## src/rtl/instr_encoder_if.sv

```systemverilog
// Loader-side handshake bundle: decoded fields in, encoded word/address out,
// plus the loader status flags.
interface instr_encoder_if;
  logic        in_valid;
  logic        in_ready;
  logic [2:0]  in_class;
  logic [3:0]  in_cond;
  logic [1:0]  in_aluop;
  logic        in_s;
  logic [3:0]  in_rn;
  logic [3:0]  in_rd;
  logic [3:0]  in_rm;
  logic [11:0] in_imm12;
  logic [23:0] in_imm24;
  logic        out_valid;
  logic        out_ready;
  logic [31:0] out_addr;
  logic [31:0] out_instr;
  logic        full;
  logic        err;

  modport master (
    output in_valid, in_class, in_cond, in_aluop, in_s, in_rn, in_rd, in_rm,
           in_imm12, in_imm24, out_ready,
    input  in_ready, out_valid, out_addr, out_instr, full, err
  );

  modport slave (
    input  in_valid, in_class, in_cond, in_aluop, in_s, in_rn, in_rd, in_rm,
           in_imm12, in_imm24, out_ready,
    output in_ready, out_valid, out_addr, out_instr, full, err
  );
endinterface

```

## src/rtl/instr_encoder.sv

```systemverilog
// Streaming instruction encoder: packs decoded fields into 32-bit machine words
// and emits them at sequential imem byte addresses through a valid/ready port.
module instr_encoder #(
  parameter logic [31:0] BASE_ADDR = 32'h0000_0000,
  parameter int unsigned DEPTH     = 64
) (
  input  logic           clk,
  input  logic           reset_n,
  input  logic           clear,
  instr_encoder_if.slave bus
);

  typedef enum logic [2:0] {
    CLS_DP_REG = 3'd0,
    CLS_DP_IMM = 3'd1,
    CLS_STR    = 3'd2,
    CLS_LDR    = 3'd3,
    CLS_B      = 3'd4
  } instr_class_e;

  logic        out_valid_q;
  logic [31:0] out_addr_q;
  logic [31:0] out_instr_q;
  logic        full_q;
  logic        err_q;
  logic [31:0] ptr;
  logic [31:0] count;

  logic [3:0]  cmd;
  logic [31:0] word;
  logic        legal;
  logic        accept;

  always_comb begin
    unique case (bus.in_aluop)
      2'b00:   cmd = 4'b0100;
      2'b01:   cmd = 4'b0010;
      2'b10:   cmd = 4'b0000;
      default: cmd = 4'b1100;
    endcase
  end

  always_comb begin
    legal = 1'b1;
    word  = '0;
    case (bus.in_class)
      CLS_DP_REG: word = {bus.in_cond, 2'b00, 1'b0, cmd, bus.in_s, bus.in_rn,
                          bus.in_rd, 8'h00, bus.in_rm};
      CLS_DP_IMM: word = {bus.in_cond, 2'b00, 1'b1, cmd, bus.in_s, bus.in_rn,
                          bus.in_rd, bus.in_imm12};
      CLS_STR:    word = {bus.in_cond, 2'b01, 1'b0, 1'b1, 1'b1, 2'b00, 1'b0,
                          bus.in_rn, bus.in_rd, bus.in_imm12};
      CLS_LDR:    word = {bus.in_cond, 2'b01, 1'b0, 1'b1, 1'b1, 2'b00, 1'b1,
                          bus.in_rn, bus.in_rd, bus.in_imm12};
      CLS_B:      word = {bus.in_cond, 2'b10, 2'b10, bus.in_imm24};
      default:    legal = 1'b0;
    endcase
  end

  assign bus.in_ready  = !full_q && (!out_valid_q || bus.out_ready);
  assign accept        = bus.in_valid && bus.in_ready;
  assign bus.out_valid = out_valid_q;
  assign bus.out_addr  = out_addr_q;
  assign bus.out_instr = out_instr_q;
  assign bus.full      = full_q;
  assign bus.err       = err_q;

  always_ff @(posedge clk or negedge reset_n) begin
    if (!reset_n) begin
      out_valid_q <= 1'b0;
      out_addr_q  <= BASE_ADDR;
      out_instr_q <= '0;
      full_q      <= 1'b0;
      err_q       <= 1'b0;
      ptr         <= BASE_ADDR;
      count       <= '0;
    end else if (clear) begin
      out_valid_q <= 1'b0;
      out_addr_q  <= BASE_ADDR;
      full_q      <= 1'b0;
      err_q       <= 1'b0;
      ptr         <= BASE_ADDR;
      count       <= '0;
    end else begin
      if (out_valid_q && bus.out_ready)
        out_valid_q <= 1'b0;
      if (accept && legal) begin
        out_valid_q <= 1'b1;
        out_instr_q <= word;
        out_addr_q  <= ptr;
        count       <= count + 32'd1;
        // The last slot's address is kept so the pointer never runs past the window.
        if (count + 32'd1 == DEPTH)
          full_q <= 1'b1;
        else
          ptr <= ptr + 32'd4;
      end
      if (accept && !legal)
        err_q <= 1'b1;
    end
  end

endmodule

```

## src/flat_wrapper.sv

```systemverilog
// flat-port wrapper written by rule: the top's interface ports become plain ports
module instr_encoder_flat 
#(
  parameter logic [31:0] BASE_ADDR = 32'h0000_0000,
  parameter int unsigned DEPTH     = 64
)
  (clk, reset_n, clear, bus_in_valid, bus_in_class, bus_in_cond, bus_in_aluop, bus_in_s, bus_in_rn, bus_in_rd, bus_in_rm, bus_in_imm12, bus_in_imm24, bus_out_ready, bus_in_ready, bus_out_valid, bus_out_addr, bus_out_instr, bus_full, bus_err);
  instr_encoder_if bus_i ();
  input  logic clk;
  input  logic reset_n;
  input  logic clear;
  input wire logic [$bits(bus_i.in_valid)-1:0] bus_in_valid;
  input wire logic [$bits(bus_i.in_class)-1:0] bus_in_class;
  input wire logic [$bits(bus_i.in_cond)-1:0] bus_in_cond;
  input wire logic [$bits(bus_i.in_aluop)-1:0] bus_in_aluop;
  input wire logic [$bits(bus_i.in_s)-1:0] bus_in_s;
  input wire logic [$bits(bus_i.in_rn)-1:0] bus_in_rn;
  input wire logic [$bits(bus_i.in_rd)-1:0] bus_in_rd;
  input wire logic [$bits(bus_i.in_rm)-1:0] bus_in_rm;
  input wire logic [$bits(bus_i.in_imm12)-1:0] bus_in_imm12;
  input wire logic [$bits(bus_i.in_imm24)-1:0] bus_in_imm24;
  input wire logic [$bits(bus_i.out_ready)-1:0] bus_out_ready;
  output wire logic [$bits(bus_i.in_ready)-1:0] bus_in_ready;
  output wire logic [$bits(bus_i.out_valid)-1:0] bus_out_valid;
  output wire logic [$bits(bus_i.out_addr)-1:0] bus_out_addr;
  output wire logic [$bits(bus_i.out_instr)-1:0] bus_out_instr;
  output wire logic [$bits(bus_i.full)-1:0] bus_full;
  output wire logic [$bits(bus_i.err)-1:0] bus_err;
  assign bus_i.in_valid = bus_in_valid;
  assign bus_i.in_class = bus_in_class;
  assign bus_i.in_cond = bus_in_cond;
  assign bus_i.in_aluop = bus_in_aluop;
  assign bus_i.in_s = bus_in_s;
  assign bus_i.in_rn = bus_in_rn;
  assign bus_i.in_rd = bus_in_rd;
  assign bus_i.in_rm = bus_in_rm;
  assign bus_i.in_imm12 = bus_in_imm12;
  assign bus_i.in_imm24 = bus_in_imm24;
  assign bus_i.out_ready = bus_out_ready;
  assign bus_in_ready = bus_i.in_ready;
  assign bus_out_valid = bus_i.out_valid;
  assign bus_out_addr = bus_i.out_addr;
  assign bus_out_instr = bus_i.out_instr;
  assign bus_full = bus_i.full;
  assign bus_err = bus_i.err;
  instr_encoder #(.BASE_ADDR(BASE_ADDR), .DEPTH(DEPTH)) u_core (.clk(clk), .reset_n(reset_n), .clear(clear), .bus(bus_i));
endmodule
```

## config.mk

```make
export PLATFORM = sky130hd
export DESIGN_NAME = instr_encoder_flat
export DESIGN_NICKNAME = d
export VERILOG_FILES = /design/src/rtl/instr_encoder_if.sv /design/src/rtl/instr_encoder.sv /design/src/flat_wrapper.sv
export SDC_FILE = /design/constraint.sdc
export NUM_CORES = 1
export LEC_CHECK = 0
export CORE_ASPECT_RATIO = 1.1
export CORE_MARGIN = 2
export CORE_UTILIZATION = 56
export CTS_CLUSTER_SIZE = 12
export DETAILED_ROUTE_END_ITERATION = 8
export DONT_BUFFER_PORTS = 1
export PLACE_DENSITY = 0.74
export SETUP_SLACK_MARGIN = 0.1
export SLEW_MARGIN = 10
export SYNTH_ARGS = -nofsm -noshare
export SYNTH_HDL_FRONTEND = slang
export SYNTH_SLANG_ARGS = --single-unit
```

## constraint.sdc

```tcl
create_clock -name clk -period 2.9 [get_ports clk]
set_clock_uncertainty 0.2 [all_clocks]
set_input_delay 0.435 -clock clk [delete_from_list [all_inputs] [get_ports clk]]
set_output_delay 0.435 -clock clk [all_outputs]
set_load 0.05 [all_outputs]
```

==> summary.txt <==
Floorplan
  • Row count: 42
  • I/O Pins: 131
  • Die Wd: 109 um
  • Die H: 119 um
  • Starting Density: 0.569
  • Die Area: 13000 um2
  • Core area: 11900 um2

Critical path
  • Worst Reg-to-Reg Cells: 9
  • Setup crit start: u_core.count[3]
  • Worst path slowest cell: or4_4
  • Cell depth of the worst setup path: 9
  • R2R Path Start: u_core.count[3]
  • CP max FO: 6
  • WP data required: 3.00 ns
  • Reg2Reg Capture Point: u_core.ptr[7]
  • Critical Path, Cell by Cell: or4b_4 -> o32ai_2 -> nand3_1 -> or4_4 -> nor4_4 -> buf_6 -> buf_12 -> nor4_4 -> mux2_4
  • WP data arrival: 3.18 ns
  • Count of buffer and inverter cells on the critical path: 2
  • Worst R2R Setup Slack: -0.18 ns
  • CP max stage delay: 0.54 ns
  • CP endpoint: u_core.ptr[7]
  • Crit Path Category: flip-flop to flip-flop
  • CP Launch Type: flip-flop
  • Crit path max-delay family: simple AND/OR/NAND/NOR gates
  • Most frequent CP cell: nor4_4
  • Critical path endpoint category: flip-flop

Global route
  • Initial antenna violation count: 0
  • Total grt overflow: 0
  • First-pass GRT wire length: 30.1 mm
  • Number of global-route vias before repair: 6195
  • GRT Util Overall: 0.291
  • Largest net degree at the start of global routing: 129

Power and ir drop
  • Sequential share of power: 0.468
  • Power share of the clock group: 0.478
  • Logic pwr share: 0.054
  • P_int: 3.36 mW
  • Tot Pwr: 4.66 mW
  • PwrDens: 534 nW/um2
  • Net Sw Frac: 0.280
  • Max IR drop VDD: 0.625 mV
  • Leak: 3.70 nW
  • Net load switching power: 1.31 mW

Routing
  • Antenna Nets Post-Route: 0
  • Vias/cell: 6.28
  • Routed WL: 19.0 mm
  • DR vias: 6363
  • 1st-iter DRT viols: 575
  • Pre-Repair DR Iteration Count: 5
  • Drt drc: 0
  • Wire per inst: 18.8 um

Logic synthesis
  • Synth Area in Compound Gates: 0.132
  • Post-Synthesis Cells: 777
  • Syn avg cell area: 8.73 um2
  • Syn. warnings: 0
  • Post-Synth Simple-Gate Area: 0.283
  • Register bit count reported by yosys: 128
  • Largest family of logic cells by synthesized area: simple AND/OR/NAND/NOR gates
  • Post-synth EDFFs: 0
  • Post-synthesis xor/xnor area fraction: 0.0426
  • Top_reg_cell synth: dfrtp_1
  • Unique masters post-synth: 53
  • Async S/R FF share, synth: 1.00
  • Synth Area in Adders: 0.00922
  • Mapped Nets: 845
  • Sequential fraction of the synthesis area: 0.472
  • Mux contribution to synthesized area: 0.0210
  • Area of the mapped netlist: 6790 um2

Clock network
  • CTS tree: done
  • Cts bufs inserted: 17
  • Clock Latency Late Sink: 0.41 ns
  • Clock transition at path regs: 0.06 ns
  • Hold_buf cts: 9
  • Htree depth: 4
  • Clock buffer depth: 2
  • CTS sink cnt: 128
  • Clock Tree Root: clkbuf_16

Placement
  • Placed cell count: 958
  • Placed inst area: 7470 um2
  • I/O Buffers: 0
  • DP Wirelength: 11.1 mm
  • GP Congestion: 0.906

Layout
  • Fin nets: 916
  • Finished layout cell area: 8720 um2
  • Non-Filler Instances: 1014
  • Final core area utilization: 0.731
  • Fraction of layout cells with a size suffix above 1: 0.240
  • Area Growth Syn to Fin: 28.6%
  • Antenna diode count: 0

Timing
  • Post-route setup TNS: -4.33 ns
  • Finish-stage setup viols: 31
  • RSZ-0062 raised after global routing: true
  • Post-layout min period: 3.08 ns
  • Pins Over Slew Limit: 0
  • Hold WS: -0.491 ns
  • Tcrit/Tclk final: 1.06
  • FMAX: 0.325 GHz
  • Worst-margin pin slew: 1.35 ns
  • Final WS setup: -0.179 ns
  • Relative slew slack: 0.0982
  • Final Hold Vio Count: 128

Worst hold path
  • Hold crit path type: input pin to async pin

Outcome
  • Status: finished with violations
  • Failing checks: negative hold slack, negative setup slack

Run
  • Max-cap check violation count: 0
## sequential cells by signal, indices dropped and copies added (netlist names)
name and cells:
u_core.count 32, u_core.ptr 30, u_core.bus.out_valid 1, u_core.bus.err 1, u_core.bus.out_addr 31, u_core.bus.full 1
u_core.bus.out_instr 32
## power by group through the flow
stage | sequential, mW | combinational [mW] | clock, mW
6_report | 2.18 | 0.253 | 2.23
3_5_place_dp | 2.21 | 0.208 | 0
3_3_place_gp | 2.21 | 0.196 | 0
2_1_floorplan | 2.20 | 0.169 | 0
5_1_grt | 2.19 | 0.281 | 2.32
4_1_cts | 2.18 | 0.245 | 2.24
## what timing repair did
| action | in CTS | in global routing |
|---|---|---|
| pin swaps | 25 | 16 |
| hold endpoints to repair | 220 | 128 |
| gates cloned | 3 | 1 |
| resized for setup | 34 | 37 |
| buffers inserted | 5 | 7 |
| setup endpoints to repair | 31 | 31 |
## metal layers
metal	up-vias	global-route usage	wire, um
met4	0	0.107	407
li1	2907	-	-
met5	-	0	0
met2	301	0.473	9550
met1	3111	0.378	7720
met3	44	0.0690	1370
## synth_stat cells, drive strengths merged, types with 3 or more instances
cell	number	area (um2)
nor3b	4	30.0
buf	21	121
or3	10	67.6
or4	22	169
or2	4	25.0
inv	7	26.3
a311oi	3	26.3
clkbuf	34	128
xnor2	17	149
nand2b	7	43.8
mux2	10	113
nor3	18	90.1
nand3	26	143
nor4	16	121
and2	5	31.3
nor2b	12	75.1
nand4	16	106
dfrtp	128	3200
nor2	60	225
o31ai	23	173
ha	5	62.6
o21ai	34	170
xor2	16	140
nand2	147	552
and3	28	175
a31oi	14	87.6
a21oi	68	340
mux2i	3	30.0
## placed cells by master (no fill, tap or decap), types with 3 or more instances in the layout
cell type,count
nand3_1,20
nand2_1,145
clkbuf_16,18
nand3_2,4
mux2_1,4
or4_4,6
and3_1,27
buf_16,4
nand4_1,15
ha_1,4
inv_1,7
dfrtp_1,123
or4_1,16
o21ai_1,3
nor4_4,7
or2_2,3
o31ai_2,3
o31ai_1,20
nand2b_1,7
nor4_1,3
buf_4,83
mux2_4,5
bufinv_16,3
a21oi_2,7
and2_1,5
or3_1,8
buf_6,9
nor4_2,6
a21oi_1,61
inv_6,3
nor2b_1,11
xnor2_1,17
xor2_1,16
o21ai_0,30
dfrtp_2,5
a31oi_1,14
nor2_1,57
nor3_1,14
dlygate4sd3_1,8
## per-stage QoR
step / hold slack (ns) / setup WS (ns)
final: -0.491 / -0.179
after global routing: -0.502 / -0.276
after CTS: -0.498 / -0.165
after detailed placement: -0.0581 / -0.165
after global placement: -0.0570 / -0.0789
after floorplan: -0.0606 / 0.0561
## kinds of logic after synthesis
family,after synthesis
AND/OR/NAND/NOR,382
XOR/XNOR,33
multiplexers,13
flip-flops,128
AO/OA/AOI/OAI,154
adder cells (fa/ha/maj),5
buffers and inverters,62
## how the worst min path moves through the flow
| stage | start | slack [ns] | to |
|---|---|---|---|
| final | reset_n | -0.49 | u_core.bus.out_addr[13] |
| after floorplan | reset_n | -0.06 | u_core.bus.err |
| after global placement | reset_n | -0.06 | u_core.bus.out_addr[14] |
| after detailed placement | reset_n | -0.06 | u_core.bus.out_addr[14] |
| after global routing | reset_n | -0.50 | u_core.bus.out_addr[14] |
| after CTS | reset_n | -0.50 | u_core.ptr[16] |
## cell type report
cell class                      instances  area, um2
Sequential cell                       128       3210
Clock buffer                           20        457
Timing Repair Buffer                  107        980
Clock inverter                         11        154
Fill cell                             782       3200
Tap cell                              154        193
Multi-Input combinational cell        587       3710
Inverter                                7       26.3
No activity file was read; power rests on OpenSTA's default activity.
